==> config.mk <==
export PLATFORM = sky130hd
export DESIGN_NAME = ow_slave
export DESIGN_NICKNAME = d
export VERILOG_FILES = /design/src/rtl/ow_pkg.sv /design/src/rtl/ow_us_tick.sv /design/src/rtl/ow_slave.sv
export SDC_FILE = /design/constraint.sdc
export NUM_CORES = 1
export LEC_CHECK = 0
export BUFFER_PORTS_ARGS = -buffer_cell sky130_fd_sc_hd__buf_2
export CAP_MARGIN = 20
export CORE_MARGIN = 3
export CORE_UTILIZATION = 33
export DETAILED_ROUTE_END_ITERATION = 7
export GPL_TIMING_DRIVEN = 0
export SLEW_MARGIN = 20
export SYNTH_ARGS = -nofsm -noshare
export SYNTH_HDL_FRONTEND = slang
export SYNTH_SLANG_ARGS = --single-unit
==> constraint.sdc <==
create_clock -name clk -period 2.9 [get_ports clk]
set_input_delay 0.87 -clock clk [delete_from_list [all_inputs] [get_ports clk]]
set_output_delay 0.87 -clock clk [all_outputs]
set_load 0.02 [all_outputs]
==> src/rtl/ow_pkg.sv <==
// Shared 1-Wire definitions: slave state encoding and default bus timing in microseconds.
package ow_pkg;

    typedef enum logic [2:0] {
        ST_IDLE      = 3'd0,
        ST_LOW_CNT   = 3'd1,
        ST_PRES_WAIT = 3'd2,
        ST_PRESENCE  = 3'd3,
        ST_SLOT_WAIT = 3'd4,
        ST_SLOT      = 3'd5,
        ST_SLOT_END  = 3'd6
    } ow_state_e;

    localparam int OW_CLKS_PER_US  = 12;
    localparam int OW_RESET_MIN_US = 480;
    localparam int OW_PRES_WAIT_US = 30;
    localparam int OW_PRES_LEN_US  = 120;
    localparam int OW_SAMPLE_US    = 30;

    // Wide enough for the longest duration (bus reset) with margin.
    localparam int OW_TIMER_W      = 16;

endpackage

==> src/rtl/ow_us_tick.sv <==
// Microsecond prescaler: one-cycle tick every CLKS_PER_US clocks, phase restarted on request.
module ow_us_tick
    import ow_pkg::*;
#(
    parameter int CLKS_PER_US = OW_CLKS_PER_US
) (
    input  logic clk,
    input  logic rst_n,
    input  logic i_restart,
    output logic o_tick
);

    localparam int CW = (CLKS_PER_US > 1) ? $clog2(CLKS_PER_US) : 1;

    logic [CW-1:0] r_cnt;

    assign o_tick = (r_cnt == '0);

    always_ff @(posedge clk or negedge rst_n) begin
        if (!rst_n) begin
            r_cnt <= '0;
        end else if (i_restart || o_tick) begin
            r_cnt <= CW'(CLKS_PER_US - 1);
        end else begin
            r_cnt <= r_cnt - CW'(1);
        end
    end

endmodule

==> src/rtl/ow_slave.sv <==
// 1-Wire slave: reset/presence handling plus LSB-first byte receive and transmit.
// state      | meaning
// IDLE       | bus idle, no presence issued yet
// LOW_CNT    | line low, timing it to tell a bus reset from a stray pulse
// PRES_WAIT  | bus reset released, waiting before the presence pulse
// PRESENCE   | pulling the line low as the presence pulse
// SLOT_WAIT  | waiting for the master to open a time slot
// SLOT       | inside a slot, until the sample point
// SLOT_END   | sample taken, waiting for the line to return high
module ow_slave
    import ow_pkg::*;
#(
    parameter int CLKS_PER_US  = OW_CLKS_PER_US,
    parameter int RESET_MIN_US = OW_RESET_MIN_US,
    parameter int PRES_WAIT_US = OW_PRES_WAIT_US,
    parameter int PRES_LEN_US  = OW_PRES_LEN_US,
    parameter int SAMPLE_US    = OW_SAMPLE_US
) (
    input  logic       clk,
    input  logic       rst_n,
    input  logic       I_ONE_WIRE,
    output logic       O_ONE_WIRE,
    output logic       reset_seen,
    output logic [7:0] rx_data,
    output logic       rx_valid,
    input  logic [7:0] tx_data,
    input  logic       tx_load,
    output logic       tx_ready,
    output logic       tx_done
);

    ow_state_e              r_state, w_state_nxt;
    logic                   r_sync1, r_sync2, r_line_d;
    logic                   w_fall, w_rise, w_tick, w_long, w_expire, w_sample;
    logic [OW_TIMER_W-1:0]  r_timer, r_low_cnt, w_timer_load;
    logic [2:0]             r_bit_cnt;
    logic [7:0]             r_rx_shift, r_tx_shift, r_rx_data;
    logic                   r_tx_pending, r_reset_seen, r_rx_valid, r_tx_done;

    // Synchroniser idles high so a reset never fakes a falling edge.
    always_ff @(posedge clk or negedge rst_n) begin
        if (!rst_n) begin
            r_sync1  <= 1'b1;
            r_sync2  <= 1'b1;
            r_line_d <= 1'b1;
        end else begin
            r_sync1  <= I_ONE_WIRE;
            r_sync2  <= r_sync1;
            r_line_d <= r_sync2;
        end
    end

    assign w_fall = r_line_d & ~r_sync2;
    assign w_rise = ~r_line_d & r_sync2;

    ow_us_tick #(.CLKS_PER_US(CLKS_PER_US)) u_tick (
        .clk       (clk),
        .rst_n     (rst_n),
        .i_restart (w_fall | w_rise),
        .o_tick    (w_tick)
    );

    // Low-time counter runs in every state, including while we drive the line ourselves.
    always_ff @(posedge clk or negedge rst_n) begin
        if (!rst_n) begin
            r_low_cnt <= '0;
        end else if (w_fall) begin
            r_low_cnt <= OW_TIMER_W'(RESET_MIN_US - 1);
        end else if (w_tick && !r_sync2 && r_low_cnt != '0) begin
            r_low_cnt <= r_low_cnt - OW_TIMER_W'(1);
        end
    end

    assign w_long   = (r_low_cnt == '0) && !r_line_d;
    assign w_expire = w_tick && (r_timer == '0);
    assign w_sample = (r_state == ST_SLOT) && w_expire;

    always_comb begin
        case (w_state_nxt)
            ST_PRES_WAIT: w_timer_load = OW_TIMER_W'(PRES_WAIT_US - 1);
            ST_PRESENCE:  w_timer_load = OW_TIMER_W'(PRES_LEN_US - 1);
            ST_SLOT:      w_timer_load = OW_TIMER_W'(SAMPLE_US - 1);
            default:      w_timer_load = '0;
        endcase
    end

    always_ff @(posedge clk or negedge rst_n) begin
        if (!rst_n) begin
            r_timer <= '0;
        end else if (w_state_nxt != r_state) begin
            r_timer <= w_timer_load;
        end else if (w_tick && r_timer != '0) begin
            r_timer <= r_timer - OW_TIMER_W'(1);
        end
    end

    always_ff @(posedge clk or negedge rst_n) begin
        if (!rst_n) r_state <= ST_IDLE;
        else        r_state <= w_state_nxt;
    end

    always_comb begin
        w_state_nxt = r_state;
        if (w_long && r_state != ST_LOW_CNT) begin
            w_state_nxt = ST_LOW_CNT;
        end else begin
            case (r_state)
                ST_IDLE:      if (w_fall)   w_state_nxt = ST_LOW_CNT;
                ST_LOW_CNT:   if (w_rise)   w_state_nxt = w_long ? ST_PRES_WAIT : ST_IDLE;
                ST_PRES_WAIT: if (w_expire) w_state_nxt = ST_PRESENCE;
                ST_PRESENCE:  if (w_expire) w_state_nxt = ST_SLOT_WAIT;
                ST_SLOT_WAIT: if (w_fall)   w_state_nxt = ST_SLOT;
                ST_SLOT:      if (w_expire) w_state_nxt = ST_SLOT_END;
                ST_SLOT_END:  if (r_sync2)  w_state_nxt = ST_SLOT_WAIT;
                default:                    w_state_nxt = ST_IDLE;
            endcase
        end
    end

    always_comb begin
        O_ONE_WIRE = 1'b1;
        case (r_state)
            ST_PRESENCE: O_ONE_WIRE = 1'b0;
            ST_SLOT:     O_ONE_WIRE = !(r_tx_pending && !r_tx_shift[0]);
            default:     O_ONE_WIRE = 1'b1;
        endcase
    end

    // Bit counter is shared by both directions; a pending tx byte turns the slot into a read slot.
    always_ff @(posedge clk or negedge rst_n) begin
        if (!rst_n) begin
            r_bit_cnt    <= '0;
            r_rx_shift   <= '0;
            r_tx_shift   <= '0;
            r_rx_data    <= '0;
            r_tx_pending <= 1'b0;
            r_reset_seen <= 1'b0;
            r_rx_valid   <= 1'b0;
            r_tx_done    <= 1'b0;
        end else begin
            r_reset_seen <= (r_state == ST_LOW_CNT) && (w_state_nxt == ST_PRES_WAIT);
            r_rx_valid   <= 1'b0;
            r_tx_done    <= 1'b0;
            if (w_long) begin
                r_bit_cnt    <= '0;
                r_tx_pending <= 1'b0;
            end else if (w_sample) begin
                r_bit_cnt <= r_bit_cnt + 3'd1;
                if (r_tx_pending) begin
                    r_tx_shift <= {1'b1, r_tx_shift[7:1]};
                    if (r_bit_cnt == 3'd7) begin
                        r_tx_pending <= 1'b0;
                        r_tx_done    <= 1'b1;
                    end
                end else begin
                    r_rx_shift <= {r_sync2, r_rx_shift[7:1]};
                    if (r_bit_cnt == 3'd7) begin
                        r_rx_data  <= {r_sync2, r_rx_shift[7:1]};
                        r_rx_valid <= 1'b1;
                    end
                end
            end else if (tx_load && r_state == ST_SLOT_WAIT && !r_tx_pending) begin
                r_tx_shift   <= tx_data;
                r_tx_pending <= 1'b1;
            end
        end
    end

    assign reset_seen = r_reset_seen;
    assign rx_data    = r_rx_data;
    assign rx_valid   = r_rx_valid;
    assign tx_ready   = !r_tx_pending;
    assign tx_done    = r_tx_done;

endmodule

==> summary.md <==
| Metric | Value |
|---|---|
| CTS Sinks | 72 |
| Worst-margin pin slew | 666 ps |
| Port bufs | 24 |
| Min Tclk post-route | 2730 ps |
| Critical path class | reg2reg |
| Slew Viols, Final | 0 |
| Most frequent CP cell | a211o_1 |
| Synth Area in Adders | 0.0307 |
| Residual DRC count | 0 |
| Pwr Total | 2.41 mW |
| Vias in the first global route | 2,651 |
| Pleak | 1.93 nW |
| Vias per cell | 5.12 |
| Final Routed Wirelength | 7430 µm |
| Die width | 111 µm |
| Drt initial violations | 173 |
| CTS max path bufs | 2 |
| Die area | 12,400 µm² |
| Yosys warning count | 0 |
| Max-cap viol count | 0 |
| # diodes | 0 |
| Startpoint Class | flop |
| Clk Latency, worst-skew pair | 340 ps |
| Area Growth Syn to Fin | 18.2% |
| Count of buffer and inverter cells on the critical path | 2 |
| Post-Syn Area | 3670 µm² |
| Register area share after synthesis | 0.492 |
| Initial antenna violation count | 0 |
| Post-DP HPWL | 5170 µm |
| Worst setup EP type | flop |
| WHS | 347 ps |
| Status | complete, no violations |
| Placed Cells | 514 |
| Post-Place Setup Slack | -64.7 ps |
| # rows | 37 |
| CP required | 3180 ps |
| EDFF count, synth | 0 |
| CTS H-tree lvls | 3 |
| Most used flip-flop cell after synthesis | dfrtp_1 |
| Fillcell total | 1,051 |
| Most common cell after layout, fill and taps aside | dfrtp_1 |
| Core area | 10,600 µm² |
| Num ports | 25 |
| Setup-failing EPs final | 0 |
| Max Fclk | 367 MHz |
| Total nets after synthesis | 374 |
| Hold Fails Final Rpt | 0 |
| Worst VDD drop | 306 µV |
| Die Y | 111 µm |
| Pwr/cell area | 556 nW/µm² |
| Critical-path top delay cell | dfrtp_1 |
| First-pass GRT wire length | 12,800 µm |
| Fin worst setup slack | 173 ps |
| Compound-gate portion of the synthesized area | 0.0859 |
| Critical path's top delay family | compound AO/OA/AOI/OAI gates |
| Highest-count cells in the layout ignoring fill and taps | dfrtp_1, nor2_1, buf_2, a21oi_1, xnor2_1 |
| Main combinational cell family by area after synthesis | simple AND/OR/NAND/NOR gates |
| Largest net degree at the start of global routing | 56 |
| Rel. slew slack | 0.556 |
| Share of post-route cells with drive strength above 1 | 0.226 |
| Overall routing resource usage | 0.125 |
| Post-DRT Antenna Nets | 0 |
| Initial Utilization | 0.348 |
| Share of the clock period used by the worst path | 0.940 |
| Post-synth cell types | 54 |
| CP arrival | 3010 ps |
| GP Congestion | 0.798 |
| Clock Tree Root | clkbuf_8 |
| Final std cells w/o fill | 535 |
| Reg2Reg Setup Slack | 170 ps |
| Hold WC Path Type | reg2reg |
| Via count | 2,741 |
| Grt total ovfl | 0 |
| Drt pass-1 iters | 4 |
| #FFs+latches synth | 72 |
| Seq. cell area | 1810 µm² |
| Cts hold-fix bufs | 0 |
| Clock Pin Slew Worst Setup and Hold Paths | 80 ps |
| Area occupied by multi-input gates | 1810 µm² |
| Mux cell area share after synthesis | 0.0733 |
| CTS tree | yes |
| TritonCTS Buffers | 9 |
| Setup Skew | 8.96 ps |
| Cell Chain, Critical Path | inv_1 > ha_1 > nor4b_2 > nand4_1 > nor2_4 > o21ai_0 > a211o_1 > a211o_1 > buf_6 > o21ai_1 > o311a_1 |
| Delay of the slowest critical-path stage | 370 ps |
| Worst-path fanout max | 10 |
| Post-Syn Instances | 353 |
| Synth Area in XOR/XNOR | 0.0596 |
| Simple logic cell fraction of the synthesized area | 0.227 |
| Wire length per cell | 13.9 µm |
| Nets@finish | 415 |
| Asr flop ratio synth | 1.00 |
| Mean Syn Cell Area | 10.4 µm² |
path summary, 6_finish.rpt:
| path | cells past startpoint | end | from |
|---|---|---|---|
| max | 11 | r_timer[5] | r_timer[0] |
| min | 0 | r_sync2 | r_sync1 |
| max reg2reg | 11 | r_timer[5] | r_timer[0] |
| min reg2reg | 0 | r_sync2 | r_sync1 |
| max in group asynchronous | 2 | r_sync1 | rst_n |
| min in group asynchronous | 1 | rx_data[7] | rst_n |
Yosys cell counts (2+ instances only):
cell | instances | area share
or3_1 | 3 | 0.0051
xor2_1 | 9 | 0.021
nand4_1 | 5 | 0.0085
o31ai_1 | 2 | 0.0041
nor4_1 | 9 | 0.015
nor4_4 | 3 | 0.017
a211o_1 | 3 | 0.0072
ha_1 | 9 | 0.031
o21ai_1 | 2 | 0.0027
o211ai_1 | 2 | 0.0041
nor2_1 | 57 | 0.058
nand3b_1 | 4 | 0.0082
mux2i_1 | 10 | 0.027
buf_6 | 2 | 0.0061
a21oi_1 | 20 | 0.027
xnor2_1 | 16 | 0.038
nor3b_1 | 2 | 0.0041
or4_1 | 3 | 0.0061
mux2_2 | 15 | 0.046
o21ai_0 | 11 | 0.015
dfrtp_1 | 69 | 0.47
nand2_1 | 7 | 0.0072
inv_1 | 13 | 0.013
o311a_1 | 3 | 0.0082
or2_2 | 3 | 0.0051
dfstp_2 | 3 | 0.021
clkbuf_1 | 7 | 0.0072
nor4b_1 | 4 | 0.0095
nand3_1 | 11 | 0.015
nor3_1 | 15 | 0.020
nand2b_1 | 7 | 0.012
and4_1 | 2 | 0.0048
per-layer routing:
metal / vias up / wire length, µm / part of all wire / global-route usage
li1: 1335 / - / - / -
met1: 1320 / 3440 / 0.46 / 0.161
met2: 80 / 3470 / 0.47 / 0.200
met3: 6 / 422 / 0.057 / 0.0380
met4: 0 / 98 / 0.013 / 0.0422
met5: - / 0 / 0 / 0
where the power goes:
part           total [mW]  leakage, nW  internal (mW)  switching, mW
registers            1.13        0.920           1.06         0.0683
clock network       0.960        0.121          0.578          0.382
logic               0.323        0.887          0.131          0.192
state kept, by name, summed over array words and instances, names as in the netlist, 3 cells and up:
register	count
r_bit_cnt	3
r_rx_shift	7
u_tick.r_cnt	4
r_state	3
r_tx_shift	8
r_timer	16
rx_data	8
r_low_cnt	16
logic make-up (layout without fill, tap and decap cells):
family                     after synthesis  count (layout)
buffers and inverters                   26              72
AOI/OAI and AO/OA                       51              51
adders and majority gates                9               9
xor gates and xnor gates                25              25
muxes                                   25              25
DFF                                     72              72
and+or+nand+nor                        145             145
layout make-up:
| type | instances | area share |
|---|---|---|
| plain buffers | 11 | 0.0141 |
| flip-flops and latches | 72 | 0.416 |
| well taps | 136 | 0.0392 |
| clock inverters | 6 | 0.0268 |
| clock buffers | 10 | 0.0294 |
| multi-input cells | 255 | 0.417 |
| repair buffers | 31 | 0.0450 |
| inverters | 14 | 0.0121 |
timing repair:
item                       4_1_cts  5_1_grt
pin swaps                        0        6
buffers inserted                 0        6
setup endpoints to repair       16       25
resized for setup                1       13
per-stage QoR:
step / setup TNS (ps) / utilization / cell area [µm²]
after global placement: 0 / 0.375 / 3960
after global routing: -76.6 / 0.411 / 4340
after CTS: 0 / 0.402 / 4240
after detailed placement: -440 / 0.378 / 3990
after floorplan: 0 / - / 3670
final: 0 / 0.411 / 4340
No activity file was read; power rests on OpenSTA's default activity.
